<file path="src/rtl/par_bus_bridge.sv">
// par_bus_bridge: turns each DataClk toggle of the LPC parallel port into one
// Wishbone-style single access, with read-data capture and sticky error flags.
module par_bus_bridge #(
  parameter int ADR_W   = 8,
  parameter int DAT_W   = 8,
  parameter int TIMEOUT = 15
) (
  input  logic             SysClk,
  input  logic             SysRst,
  input  logic             DataClk,
  input  logic             DataWe,
  input  logic [15:0]      DATA,
  output logic [ADR_W-1:0] adr_o,
  output logic [DAT_W-1:0] dat_o,
  output logic             we_o,
  output logic             cyc_o,
  output logic             stb_o,
  input  logic             ack_i,
  input  logic [DAT_W-1:0] dat_i,
  output logic [DAT_W-1:0] rd_dat_o,
  output logic             done_o,
  output logic             err_timeout_o,
  output logic             err_overrun_o,
  input  logic             err_clr
);
  localparam int CW = $clog2(TIMEOUT + 1);
  typedef enum logic {IDLE, BUSY} state_t;
  state_t r_state, w_state_nxt;
  logic r_s1, r_s2, r_s3;
  logic [16:0] r_d1, r_d2;
  logic [CW-1:0] r_cnt, w_cnt_nxt;
  logic [ADR_W-1:0] w_adr_nxt;
  logic [DAT_W-1:0] w_dat_nxt, w_rd_nxt;
  logic w_we_nxt, w_cyc_nxt, w_done_nxt, w_to_nxt, w_ov_nxt;
  logic w_tog, w_to_hit;
  assign w_tog    = r_s2 ^ r_s3;
  assign w_to_hit = r_cnt >= CW'(TIMEOUT - 1);
  assign stb_o    = cyc_o;
  always_comb begin
    w_state_nxt = r_state;
    w_cnt_nxt   = r_cnt;
    w_adr_nxt   = adr_o;
    w_dat_nxt   = dat_o;
    w_we_nxt    = we_o;
    w_cyc_nxt   = cyc_o;
    w_rd_nxt    = rd_dat_o;
    w_done_nxt  = 1'b0;
    w_to_nxt    = err_timeout_o;
    w_ov_nxt    = err_overrun_o;
    if (r_state == IDLE) begin
      if (w_tog) begin
        w_adr_nxt   = r_d2[8 +: ADR_W];
        w_dat_nxt   = r_d2[0 +: DAT_W];
        w_we_nxt    = r_d2[16];
        w_cyc_nxt   = 1'b1;
        w_cnt_nxt   = '0;
        w_state_nxt = BUSY;
      end
    end else begin
      // a toggle while busy is dropped, even on the completing cycle
      w_ov_nxt = err_overrun_o | w_tog;
      if (ack_i) begin
        w_cyc_nxt   = 1'b0;
        w_done_nxt  = 1'b1;
        w_rd_nxt    = we_o ? rd_dat_o : dat_i;
        w_state_nxt = IDLE;
      end else if (w_to_hit) begin
        w_cyc_nxt   = 1'b0;
        w_done_nxt  = 1'b1;
        w_to_nxt    = 1'b1;
        w_state_nxt = IDLE;
      end else begin
        w_cnt_nxt = (r_cnt == CW'(TIMEOUT)) ? r_cnt : r_cnt + 1'b1;
      end
    end
    if (err_clr) begin
      w_to_nxt = 1'b0;
      w_ov_nxt = 1'b0;
    end
  end
  always_ff @(posedge SysClk) begin
    if (!SysRst) begin
      r_s1          <= DataClk;
      r_s2          <= DataClk;
      r_s3          <= DataClk;
      r_d1          <= '0;
      r_d2          <= '0;
      r_state       <= IDLE;
      r_cnt         <= '0;
      adr_o         <= '0;
      dat_o         <= '0;
      we_o          <= 1'b0;
      cyc_o         <= 1'b0;
      rd_dat_o      <= '0;
      done_o        <= 1'b0;
      err_timeout_o <= 1'b0;
      err_overrun_o <= 1'b0;
    end else begin
      r_s1          <= DataClk;
      r_s2          <= r_s1;
      r_s3          <= r_s2;
      r_d1          <= {DataWe, DATA};
      r_d2          <= r_d1;
      r_state       <= w_state_nxt;
      r_cnt         <= w_cnt_nxt;
      adr_o         <= w_adr_nxt;
      dat_o         <= w_dat_nxt;
      we_o          <= w_we_nxt;
      cyc_o         <= w_cyc_nxt;
      rd_dat_o      <= w_rd_nxt;
      done_o        <= w_done_nxt;
      err_timeout_o <= w_to_nxt;
      err_overrun_o <= w_ov_nxt;
    end
  end
endmodule

</file>
<file path="config.mk">
export PLATFORM = sky130hd
export DESIGN_NAME = par_bus_bridge
export DESIGN_NICKNAME = d
export VERILOG_FILES = /design/src/rtl/par_bus_bridge.sv
export SDC_FILE = /design/constraint.sdc
export NUM_CORES = 1
export LEC_CHECK = 0
export ABC_AREA = 1
export CAP_MARGIN = 20
export CORE_ASPECT_RATIO = 1.5
export CORE_UTILIZATION = 40
export DETAILED_ROUTE_END_ITERATION = 10
export PLACE_DENSITY_LB_ADDON = 0.05
export RECOVER_POWER = 25
export SYNTH_ARGS = -nofsm -noshare
export SYNTH_HDL_FRONTEND = slang
export SYNTH_SLANG_ARGS = --single-unit
</file>
<file path="constraint.sdc">
create_clock -name SysClk -period 1.25 [get_ports SysClk]
set_clock_uncertainty 0.1 [all_clocks]
set_input_delay 0.25 -clock SysClk [delete_from_list [all_inputs] [get_ports SysClk]]
set_output_delay 0.25 -clock SysClk [all_outputs]
set_load 0.01 [all_outputs]
</file>
Yosys cells after proc, flatten, opt, wreduce, memory -nomap -nowiden
Cells that the tools add are included.
Widths: inputs -> output; s select.
- bitwise gates (word level): 6
- equality and inequality tests: 5
- multiplexer cells: 17
- $lt $le $gt $ge: 1
- reductions and logical operators: 8
- add/sub/neg operators: 1
- operators with widths (cell ; number):
    $mux 4 ; 5
    $mux 1 ; 12
    $ne 2x2->1 const B ; 3
    $reduce_and 2->1 ; 3
    $reduce_and 3->1 ; 2
    $add 4x1->4 const B ; 1
    $eq 4x4->1 const B ; 1
    $ge 4x4->1 const B ; 1
    $not 1->1 ; 4
    $reduce_and 4->1 ; 1
    $ne 3x2->1 const B ; 1
    $reduce_bool 2->1 ; 1
    $reduce_or 2->1 ; 1
    $or 1x1->1 ; 1
    $xor 1x1->1 ; 1
- word-level logic and storage cells: 53
- bits of input ports: 30
- flip-flop bits (word level): 71

Longest topological paths before layout
Gate-level depths: netlist (run 1).
- depth after elaboration: 5
- depth in mapped cells: 9
- mapped depth without buffers: 9

Least setup slack after synthesis (run 1)
Ideal clock, no wire load.
- kind: register -> register
- start: register r_cnt[0]
- end: register r_cnt[3]
- arrival time: 1132 ps
- library setup time: 114 ps
- slack: -96 ps
- stages on the path, launching flop included: 9
- path buffers: 0
- period minus slack after synthesis: 1346 ps
- cell sequence: dfxtp_1 -> inv_1 -> ha_1 -> nor2_1 -> inv_1 -> nand2_1 -> nand3_2 -> a21oi_1 -> nor2_1
- word-level cells in the longest chain between the ends: 5
- elaborated cells on any way between the ends: 10
- RTL lines (what ; RTL line ; RTL):
    from (decl) ; 31 ; logic [CW-1:0] r_cnt, w_cnt_nxt;
    from (signal assigned) ; 105 ; r_cnt <= w_cnt_nxt;
    $add 4x1->4 ; 73 ; w_cnt_nxt = (r_cnt == CW'(TIMEOUT)) ? r_cnt : r_cnt + 1'b1;
    $mux 4 ; 73 ;
    $mux 4 ; 67 ; end else if (w_to_hit) begin
    $mux 4 ; 62 ; if (ack_i) begin
    $mux 4 ; 50 ; if (r_state == IDLE) begin
Parallel ways exist; a longest one is shown, timed or not. The select of a mux whose other input is x is not followed.
A chain may end at the register's enable or synchronous reset.

Worst setup path after layout (run 1)
- start: register r_cnt[0]
- end: register r_cnt[2]
Same word-level chain as after synthesis.

==> flow_results.org, run 1 <==
** Outcome
- Run status :: complete, but fails checks
- The final reports fail on negative setup slack.

** Final layout
- The final layout contains 409 nets.
- Layout Cell Area excl Fill :: 3520 sq um
- Fraction of final layout cells with drive strength greater than 1 :: 0.365
- The repair_antennas step left the layout with diodes totalling 0.
- The library cells used most frequently in the layout, excluding fill and tap cells, are sky130_fd_sc_hd__nand2_1 (65), sky130_fd_sc_hd__dfxtp_1 (46), sky130_fd_sc_hd__inv_1 (41), sky130_fd_sc_hd__buf_2 (30), sky130_fd_sc_hd__nor2_1 (27).
- Layout overhead on the synthesized area :: 39.7%
- The library cell used most frequently in the layout, excluding fill and tap cells, is sky130_fd_sc_hd__nand2_1.
- Non-filler cells in the finished layout :: 455

** CTS
- CTS saw 71 sinks.
- H-tree level count :: 3
- Number of buffers inserted by hold repair at cts :: 0
- CTS clk-pin slew, worst paths :: 0.07 ns
- Clock latency reported for the late side of the worst-skew pair :: 0.33 ns
- Number of buffers added by the clock tree synthesis step :: 9
- TritonCTS built the clock tree.
- In this run the deepest clock path goes through 2 buffers.
- Clk root buf :: sky130_fd_sc_hd__clkbuf_8

** STA
- Measured against its own limit, the worst slew margin works out to 0.870.
- Counting I/O delays and the setup requirement, the final critical path takes 1.28 ns.
- Least-Margin Pin Slew :: 0.195 ns
- The final number of max-transition violations was 0.
- Period Utilization, post-route :: 1.02
- Final Hold Fails :: 0
- For the final routed database, the setup TNS stands at -0.0810 ns.
- Worst Slack Setup Final :: -0.0304 ns
- Maximum frequency from static timing analysis :: 781 MHz
- Worst hold slack across all endpoints :: 0.250 ns
- Total of endpoints with negative setup slack in the final report :: 4
- Setup repair after global routing could not meet its margin everywhere.

** Critical path
- Among all stages on the critical path, the largest delay is contributed by sky130_fd_sc_hd__dfxtp_4.
- The worst setup path is launched from a register.
- Startpoint of the worst-slack reg-to-reg timing path :: r_cnt[0]$_SDFFE_PN0P_
- The critical path starts at r_cnt[0]$_SDFFE_PN0P_.
- Critical path's most frequent cell :: sky130_fd_sc_hd__nor2_2
- For this run, the slowest stage of the critical path takes 0.38 ns.
- Cell breakdown of the critical path :: inv_4 > ha_4 > nor2_4 > buf_6 > nor2_2 > nor2_2 > nand3_2 > a21oi_1
- Data on the critical path is required at its endpoint by 1.42 ns.
- Arrival time at the worst endpoint :: 1.45 ns
- Of all nets on the critical path, the largest fanout is 3.
- Endpoint class of the critical path :: register
- Type of the worst setup path :: register to register

** Flow run
- Across the run, the number of max-cap violations was 0.

** GRT
- For this run, the total global-route usage over all layers was measured as 0.171.
- Overflow after GRT :: 0
- Vias in the first global route :: 1922
- Entering global routing, the biggest net connects 47 pins.
- The first global-routing pass estimated 8490 um of wire.
- The number of antenna violations at the first check in global routing came to 0.

** Floorplanning
- Core ar. :: 6130 sq um
- After floorplanning, the core was divided into 35 placement rows.
- The die is 66.8 um wide.
- 60 I/O pins were placed.
- Die area :: 6630 sq um
- In this run the vertical extent of the chip is 99.2 um.
- The initial utilization of the core area, before any placement, comes to 0.411.

** Logic synthesis
- Per-instance average area after synthesis :: 8.46 sq um
- Synthesis handed over a netlist of 298 instances.
- Number of flip-flops and latches in the synthesized netlist :: 71
- The share of synthesized area in the top cell type comes to 0.564.
- Number of distinct library cell variants in the gate-level netlist after synthesis :: 25
- Synthesis Warnings :: 0
- The synthesized netlist occupies a cell area of 2520 sq um.
- Syn Nets :: 330
- Yosys attributes the largest share of cell area to sky130_fd_sc_hd__dfxtp_1 (56%), sky130_fd_sc_hd__nand2_1 (10%), sky130_fd_sc_hd__inv_1 (6.6%), sky130_fd_sc_hd__nor2_1 (4.8%), sky130_fd_sc_hd__nand3_2 (4.4%).
- Sequential share of the synthesized area :: 0.564
- sky130_fd_sc_hd__dfxtp_1 takes more of the synthesized area than any other cell.

** Power and ir drop
- VDD IR-drop max :: 0.716 mV
- Summed over all cells, the static leakage comes to 0.00175 uW.
- P per Cell Area :: 1410 nW/um^2

** Place
- Routability-driven placement finished with a final weighted congestion of 0.767.
- Dpl cell area :: 3320 sq um
- Buffers placed on the I/O ports in this run total 59.
- Once placement completed, the tool counted placed cells totaling 438.
- The HPWL after detailed placement is 3270 um.

** Drt
- Vias per cell :: 4.41
- The count of nets left with antenna violations once routing finished came out at 0.
- Average wire per cell in the routed design :: 11.2 um
- Total number of vias :: 2008
- First-pass iteration count of the detailed router :: 4
- For this run, design rule violations remaining after detail routing come to 0.
- The final layout contains routed wiring with a total length of 5080 um.
- Starting DRT DRC Count :: 52

** Min path
- Critical hold path startpoint :: SysRst
- Class of the tightest hold or removal check :: input port to register
## area by class of cell
class	count	area (sq um)
clock buffers	12	155
clock inverters	3	42.5
fillers	585	2610
inverters	47	179
multi-input cells	167	936
flip-flops and latches	71	1460
well taps	74	92.6
repair buffers	81	657
## logic make-up after synthesis
family | after synthesis | share of synthesized area
AOI/OAI and AO/OA | 34 | 0.0844
adders and majority gates | 2 | 0.00993
buffers and inverters | 60 | 0.103
and+or+nand+nor | 131 | 0.239
DFF | 71 | 0.564
## cells in the mapped netlist (all sizes together)
cell type and instances:
dfxtp 71, or2 1, nor3b 1, o21ba 1
ha 2, nor2 33, nand4 1, nand2 72
o21ai 10, inv 47, clkbuf 4, a21oi 22
nand3 23, a211oi 1, buf 9
## metal layers
metal  vias to the layer above  global-route usage  wire length [um]
li1                       1066                   -                 -
met1                       893               0.196              2160
met2                        38               0.285              2620
met3                        11              0.0424               190
met4                         0              0.0933               106
met5                         -                   0                 0
## flip-flops by register name, indices dropped and copies added (netlist names)
register / count
err_timeout_o: 1
r_d1: 17
r_d2: 17
r_cnt: 4
cyc_o: 1
r_s3: 1
rd_dat_o: 8
we_o: 1
err_overrun_o: 1
adr_o: 8
dat_o: 8
r_s1: 1
done_o: 1
r_state: 1
r_s2: 1
## critical path, delay by kind of cell, from the launching register on
| family | cells | cell delay [ns] |
|---|---|---|
| buffers and inverters | 2 | 0.14 |
| DFF | 1 | 0.38 |
| AOI/OAI and AO/OA | 1 | 0.11 |
| adders and majority gates | 1 | 0.15 |
| and+or+nand+nor | 4 | 0.33 |
## timing repair
item | in CTS | in global routing
cloned | 0 | 1
pin swaps | 9 | 6
buffers inserted | 1 | 0
resized for setup | 144 | 29
setup endpoints to repair | 36 | 37
## power breakdown
part / switching, uW / internal (uW)
registers: 58.3 / 2390
clock network: 788 / 1020
logic: 374 / 347
## final timing paths
kind                            cells after the start  slack (ns)                         end
worst max register to register                      8       -0.03       r_cnt[2]$_SDFFE_PN0P_
worst min-delay path                                4        0.25  err_timeout_o$_SDFFE_PP0P_
worst max-delay path                                8       -0.03       r_cnt[2]$_SDFFE_PN0P_
worst min register to register                      2        0.31         r_d2[12]$_SDFF_PN0_
## through the flow
step / worst slack [ns] / total power [uW] / util
after floorplan: -0.0246 / 2850 / -
after global placement: -0.332 / 3190 / 0.541
after detailed placement: -0.378 / 3200 / 0.541
after CTS: -0.0225 / 5010 / 0.580
after global routing: -0.157 / 5210 / 0.574
final: -0.0304 / 4970 / 0.574
Note: power is estimated with default switching activity, not from simulation.
==> run 2: changes to the inputs <==
- CORE_UTILIZATION: 40 -> 44
- PLACE_DENSITY: unset -> 0.77
- PLACE_DENSITY_LB_ADDON: 0.05 -> unset
==> run 2 against run 1 <==
Against the previous run: the run still ends with negative setup slack left; wire length up 0.35%; sequential power about the same; via count grew 2.4%; sequential share of layout area decreased by 0.44 points; count of clock-buffer cells in the layout decreased by 1; die area down 8.9%; critical endpoint unchanged; largest cell class unchanged; largest power group unchanged; highest routed layer unchanged.
==> flow_results.org, run 2 (same netlist as run 1, synthesis figures left out) <==
** Outcome
- Run status: complete, but fails checks (unchanged).
- Violations in the final reports :: negative setup slack (unchanged)

** Critical path
- The largest fanout on the critical path came to 3 (unchanged).
- The launch instance of the worst register-to-register path is r_cnt[0]$_SDFFE_PN0P_ (unchanged).
- Data required time of the worst path :: 1.43 ns (was 1.42 ns)
- The critical path arrival came to 1.48 ns (was 1.45 ns).
- The startpoint type of the worst setup path is a register (unchanged).
- CP peak stage delay :: 0.38 ns (about the same)
- The critical path's most frequent cell is sky130_fd_sc_hd__nor2_1 (was sky130_fd_sc_hd__nor2_2).
- Type of the worst setup path :: register to register (unchanged)
- The timing endpoint of the critical path is r_cnt[2]$_SDFFE_PN0P_ (unchanged).
- Max stage delay cell, worst path :: sky130_fd_sc_hd__dfxtp_4 (unchanged)
- End of the worst register-to-register path :: r_cnt[2]$_SDFFE_PN0P_ (unchanged)
- The minimum setup slack among reg-to-reg paths came to -0.05 ns (was -0.03 ns).
- Endpoint class of the critical path :: register (unchanged)
- The beginning of the critical path is r_cnt[0]$_SDFFE_PN0P_ (unchanged).
- Worst R2R Path Depth :: 8 (unchanged)
- Cell breakdown of the critical path :: inv_4 > ha_4 > nor2_4 > buf_4 > nor2_1 > nor2_1 > nand3_2 > a21oi_2 (was inv_4 > ha_4 > nor2_4 > buf_6 > nor2_2 > nor2_2 > nand3_2 > a21oi_1)

** Place
- Final weighted congestion in routability-driven placement :: 0.880 (was 0.767)
- I/O Buffers :: 59 (unchanged)
- Pre-CTS setup slack :: -0.384 ns (was -0.378 ns)
- Detailed Place HPWL :: 3490 um (was 3270 um)
- The cell total after placement was 434 (was 438).

** GRT
- Vias in the first global route :: 2018 (was 1922)
- The overall track demand over capacity in global routing was 0.184 (was 0.171).
- Maximum number of pins on one net before global-route repair :: 32 (was 47)
- The first-pass GRT wire length was 8350 um (was 8490 um).
- Antenna violations before repair :: 0 (unchanged)
- Overflow after GRT :: 0 (unchanged)

** STA
- Maximum frequency from static timing analysis :: 769 MHz (was 781 MHz)
- The number of failing hold endpoints at the final stage was 0 (unchanged).
- RSZ-0062 raised after global routing :: yes (unchanged)
- Worst Slack Setup Final :: -0.0497 ns (was -0.0304 ns)
- The transition time of the tightest slew-check pin was 0.235 ns (was 0.195 ns).
- Worst hold slack across all endpoints :: 0.303 ns (was 0.250 ns)
- Period Utilization, post-route :: 1.04 (was 1.02)
- The relative max-transition margin came to 0.843 (was 0.870).
- The shortest clock period the worst path allows after layout came to 1.30 ns (was 1.28 ns).
- Number of slew-limit violations in the final report :: 0 (unchanged)
- Total of endpoints with negative setup slack in the final report :: 13 (was 4)

** CTS
- Number of buffers added by the clock tree synthesis step :: 9 (unchanged)
- The clock latency reported for the late side of the worst-skew pair was 0.33 ns (about the same).
- CTS clk-pin slew, worst paths :: 0.07 ns (about the same)
- Deepest clock path buffer count :: 2 (unchanged)
- H-tree level count :: 3 (unchanged)
- CTS tree :: built (unchanged)
- The number of buffers added to fix hold violations after cts is 0 (unchanged).
- Number of sinks on the clock net :: 71 (unchanged)
- Clk root buf :: sky130_fd_sc_hd__clkbuf_8 (unchanged)

** Min path
- Critical hold path startpoint :: r_d1[8]$_SDFF_PN0_ (was SysRst)
- The class of the tightest hold or removal check is register to register (was input port to register).

** Floorplanning
- The die outline area came to 6040 sq um (was 6630 sq um).
- The chip height was 94.7 um (was 99.2 um).
- Core ar. :: 5490 sq um (was 6130 sq um)
- The horizontal die dimension came to 63.8 um (was 66.8 um).
- The site row count was 33 (was 35).
- The effective utilization at floorplan came to 0.459 (was 0.411).
- # IOs :: 60 (unchanged)

** Drt
- Final routed wirelength across all metal layers :: 5100 um (was 5080 um)
- Starting DRT DRC Count :: 127 (was 52)
- The via count is 2057 (was 2008).
- The number of antenna-violating nets in the routed design was 0 (unchanged).
- First-pass iteration count of the detailed router :: 4 (unchanged)
- Vias per cell :: 4.55 (was 4.41)
- Average wire per cell in the routed design :: 11.3 um (was 11.2 um)
- The post-route DRC violation count was 0 (unchanged).

** Flow run
- Count of maximum capacitance violations :: 0 (unchanged)

** Final layout
- Most frequent standard cell in the layout excluding fill and tap cells :: sky130_fd_sc_hd__nand2_1 (unchanged)
- Most frequent cells in the layout: sky130_fd_sc_hd__nand2_1 (65), sky130_fd_sc_hd__dfxtp_1 (51), sky130_fd_sc_hd__inv_1 (42), sky130_fd_sc_hd__clkdlybuf4s50_1 (28), sky130_fd_sc_hd__buf_2 (28) (was sky130_fd_sc_hd__nand2_1 (65), sky130_fd_sc_hd__dfxtp_1 (46), sky130_fd_sc_hd__inv_1 (41), sky130_fd_sc_hd__buf_2 (30), sky130_fd_sc_hd__nor2_1 (27)).
- The area overhead of the layout relative to synthesis was 40.8% (was 39.7%).
- Layout Nets :: 410 (was 409)
- Fraction of final layout cells with drive strength greater than 1 :: 0.346 (was 0.365)
- Non-filler cells in the finished layout :: 452 (was 455)
- The antenna cell count came to 0 (unchanged).
- Largest registers: r_d1: 17 flops, r_d2: 17 flops (unchanged).

** Power and ir drop
- The maximum resistive drop on vdd came to 1.28 mV (was 0.716 mV).
- P per Cell Area :: 1440 nW/um^2 (was 1410 nW/um^2)
- The leakage power total was 0.00176 uW (was 0.00175 uW).
==> run 2: metal layers <==
metal	GRT usage	up-vias	share of wire
li1	-	1066	-
met1	0.182	926	0.39
met2	0.334	52	0.55
met3	0.0374	13	0.033
met4	0.134	0	0.028
met5	0	-	0
==> run 2: final cells by class <==
cell class                      instances  area [sq um]
Sequential cell                        71          1450
Clock buffer                           11           141
Multi-Input combinational cell        167           950
Timing Repair Buffer                   82           664
Inverter                               47           181
Clock inverter                          4          70.1
Fill cell                             454          1940
Tap cell                               70          87.6
==> run 2: timing repair <==
| action | in CTS | in global routing |
|---|---|---|
| cloned | 0 | 0 |
| buffers inserted | 1 | 2 |
| gates resized for setup | 138 | 28 |
| endpoints found under the setup margin | 53 | 39 |
| pin swaps | 9 | 4 |
==> run 2: stage by stage <==
step,setup TNS (ns),util,total power (uW),area (sq um)
detailed placement,-8.46,0.602,3150,3300
floorplan,-0.0246,-,2850,2530
finish,-0.260,0.646,5100,3550
CTS,-0.0960,0.650,5080,3570
global route,-1.43,0.646,5310,3550
global placement,-7.57,0.602,3140,3300
==> run 2: worst min path at each step <==
| stage | slack (ns) | endpoint | depth (start not counted) |
|---|---|---|---|
| 2_1_floorplan | 0.18 | r_s1$_DFF_P_ | 0 |
| 3_3_place_gp | 0.29 | r_d2[12]$_SDFF_PN0_ | 2 |
| 3_5_place_dp | 0.30 | r_d2[8]$_SDFF_PN0_ | 2 |
| 4_1_cts | 0.28 | r_s1$_DFF_P_ | 1 |
| 5_1_grt | 0.33 | r_d2[8]$_SDFF_PN0_ | 2 |
| 6_report | 0.30 | r_d2[8]$_SDFF_PN0_ | 2 |
==> run 2: report_power, final <==
part | switching (uW) | internal, uW | total (uW)
registers | 67.2 | 2390 | 2460
clock network | 767 | 1160 | 1930
logic | 373 | 342 | 715
==> run 2: critical path, delay by kind of cell (launching register included) <==
family	cells	cell delay (ns)
adder cells (fa/ha/maj)	1	0.15
flip-flops	1	0.38
buffers and inverters	2	0.15
AO/OA/AOI/OAI	1	0.11
AND/OR/NAND/NOR	4	0.35
==> edit (flow settings as in run 1) <==
Register the output `err_timeout_o` once more; this adds one clock of latency there. The other outputs are not delayed to match.
--- a/src/rtl/par_bus_bridge.sv
+++ b/src/rtl/par_bus_bridge.sv
@@ -26,4 +26,6 @@
   localparam int CW = $clog2(TIMEOUT + 1);
   typedef enum logic {IDLE, BUSY} state_t;
+
+  logic err_timeout_s0;
   state_t r_state, w_state_nxt;
   logic r_s1, r_s2, r_s3;
@@ -46,5 +48,5 @@
     w_rd_nxt    = rd_dat_o;
     w_done_nxt  = 1'b0;
-    w_to_nxt    = err_timeout_o;
+    w_to_nxt    = err_timeout_s0;
     w_ov_nxt    = err_overrun_o;
     if (r_state == IDLE) begin
@@ -94,5 +96,5 @@
       rd_dat_o      <= '0;
       done_o        <= 1'b0;
-      err_timeout_o <= 1'b0;
+      err_timeout_s0 <= 1'b0;
       err_overrun_o <= 1'b0;
     end else begin
@@ -110,8 +112,12 @@
       rd_dat_o      <= w_rd_nxt;
       done_o        <= w_done_nxt;
-      err_timeout_o <= w_to_nxt;
+      err_timeout_s0 <= w_to_nxt;
       err_overrun_o <= w_ov_nxt;
     end
   end
+  always_ff @(posedge SysClk) begin
+    err_timeout_o <= err_timeout_s0;
+  end
+
 endmodule
 
Behaviour: same outputs for any inputs over 10 cycles, from zero or initial values and one cycle with SysRst low; that may be too few to reach the edited logic, so the function may still have changed.
==> edit against run 1 <==
  * The flow still finishes with violations (negative setup slack)
  * Final area up 2.9%
  * Maximum frequency down 0.50%
  * Sequential cell count up 1
  * Setup slack worse by 0.0064 ns
  * Routed wire length down 1.7%
  * Global-route usage down 0.41 points
  * Non-clock buffer count up 1
  * Total power up 11%
  * Area after synthesis up 0.79%
  * Highest routed layer unchanged
==> edit: results (changes against run 1) <==
Synth
The net count of the mapped netlist is 331 (+0.30%). Sorting the synthesized cells by how often they occur yields 72 x sky130_fd_sc_hd__dfxtp_1, 70 x sky130_fd_sc_hd__nand2_1, 44 x sky130_fd_sc_hd__inv_1, 32 x sky130_fd_sc_hd__nor2_1, 14 x sky130_fd_sc_hd__a21oi_1. Yosys attributes the largest share of cell area to sky130_fd_sc_hd__dfxtp_1 57%, sky130_fd_sc_hd__nand2_1 10%, sky130_fd_sc_hd__inv_1 6.5%. The number of library cell types mapped by synthesis is 25 (unchanged). The proportion of register bits with asynchronous set or reset after synthesis is 0% (unchanged).

The synthesized instance count is 299 (+0.34%). The post-synthesis sequential area ratio is 56.7% (+0.34 points). The number of warnings reported in the yosys synthesis log is 0 (unchanged).

Final layout
The proportion of layout cells with a drive suffix above 1 is 36.6% (+0.071 points). The non-filler instance count after layout is 457 (+0.44%). The total number of nets in the final design came to 411 (+0.49%). The final-layout fill cell count is 568 (-2.9%). In the final layout, the registers with the most flip-flops are r_d1 (17), r_d2 (17).

Routing
The sum of met2 wire segment lengths after detailed routing was 2.58 mm (-1.5%). The per-cell routed wire length came to 10.9 µm (-2.1%). The length of routed wiring on met1 is 2.12 mm (-1.7%). The number of vias after detailed routing is 2000 (-0.40%). The length of routed met3 wiring is 193 µm (+1.6%).

The number of DRC markers after the initial detailed-route iteration came to 68 (+31%).

Setup path
The peak fanout along the critical path is 3 (unchanged). The highest-delay cell along the critical path is sky130_fd_sc_hd__dfxtp_4. The kind of cell adding the most delay to the critical path is flip-flops.

The delay contributed by the slowest stage of the critical path is 0.38 ns (about the same).

Global routing
The met3 usage is 4.47% (+0.23 points). The number of global-route vias before repair was 1866 (-2.9%). The initial antenna violation count is 0 (unchanged). The global-route met2 utilization is 27.6% (-0.90 points). The total routing usage reported by global routing is 16.7% (-0.41 points). The largest net degree at the start of global routing is 35 (-26%). The first-pass GRT wire length is 8.33 mm (-1.9%). The met1 capacity usage during global routing is 19.1% (-0.46 points).

STA
The final setup TNS is -0.0711 ns (+0.00986 ns). The post-layout worst setup margin is -0.0368 ns (-0.00641 ns). The count of endpoints failing setup in the final report is 3 (-1). The worst slew margin relative to its limit is 58.4% (-29 points).

Run status
The run finished, with violations left. The checks that failed: negative setup slack.

Pwr
The cell leakage power is 1.80 nW (+3.0%). The peak supply drop is 1130 µV (+58%). The switching share of power is 22.5% (-2.1 points).

CTS
The clock tree root buffer cell is sky130_fd_sc_hd__clkbuf_8. The clock latency on the worst-skew pair is 0.33 ns (about the same). The maximum clock path buffer count is 2 (unchanged). The number of CTS-inserted buffers is 9 (unchanged).

Worst hold path
The min-delay analysis places its worst path in the category in2reg.

Place
The detailed-placement wirelength estimate is 3.34 mm (+2.2%). The last weighted congestion value of the routability-driven placer is 0.692 (-9.7%). The post-placement cell count is 440 (+0.46%).
edit: changes by cell type after synthesis, sizes merged:
cell	change
dfxtp	+1
edit: layout make-up:
class | instances | area share, %
clock buffers | 9 | 3.42
clock inverters | 6 | 3.66
inverters | 47 | 5.01
multi-input cells | 167 | 26.3
flip-flops and latches | 72 | 40.9
well taps | 74 | 2.56
repair buffers | 82 | 18.2
edit: what timing repair did:
| action | 4_1_cts | 5_1_grt |
|---|---|---|
| endpoints found under the setup margin | 55 | 40 |
| cloned | 0 | 0 |
| pin swaps | 11 | 4 |
| setup buffers | 0 | 2 |
| resized for setup | 146 | 30 |
edit: kinds of logic after synthesis:
group	after synthesis	share of synthesized area, %
simple gates	131	23.7
flops	72	56.7
buf+inv	60	10.2
compound gates	34	8.37
fa+ha+maj	2	0.985
edit: worst paths after layout:
check	startpoint	end	cells past startpoint
worst min register to register	err_timeout_s0	err_timeout_o	0
worst max-delay path	r_cnt[0]	r_cnt[2]	8
worst min-delay path	SysRst	err_timeout_s0	4
worst max register to register	r_cnt[0]	r_cnt[2]	8
edit: through the flow:
| step | hold slack [ns] | util [%] | cell area (µm²) | setup WS [ns] |
|---|---|---|---|---|
| after CTS | 0.213 | 60.0 | 3680 | -0.0271 |
| after global placement | 0.244 | 54.5 | 3340 | -0.319 |
| final | 0.220 | 59.1 | 3620 | -0.0368 |
| after global routing | 0.242 | 59.1 | 3620 | -0.127 |
| after floorplan | 0.178 | - | 2550 | -0.0246 |
| after detailed placement | 0.245 | 54.5 | 3340 | -0.351 |
edit: power groups by stage:
stage	combinational, W	clock [W]	sequential (W)
floorplan	0.000346	0	0.00254
global placement	0.000708	0	0.00252
detailed placement	0.000711	0	0.00252
CTS	0.000721	0.00239	0.00248
global route	0.000805	0.00249	0.00250
finish	0.000722	0.00233	0.00248
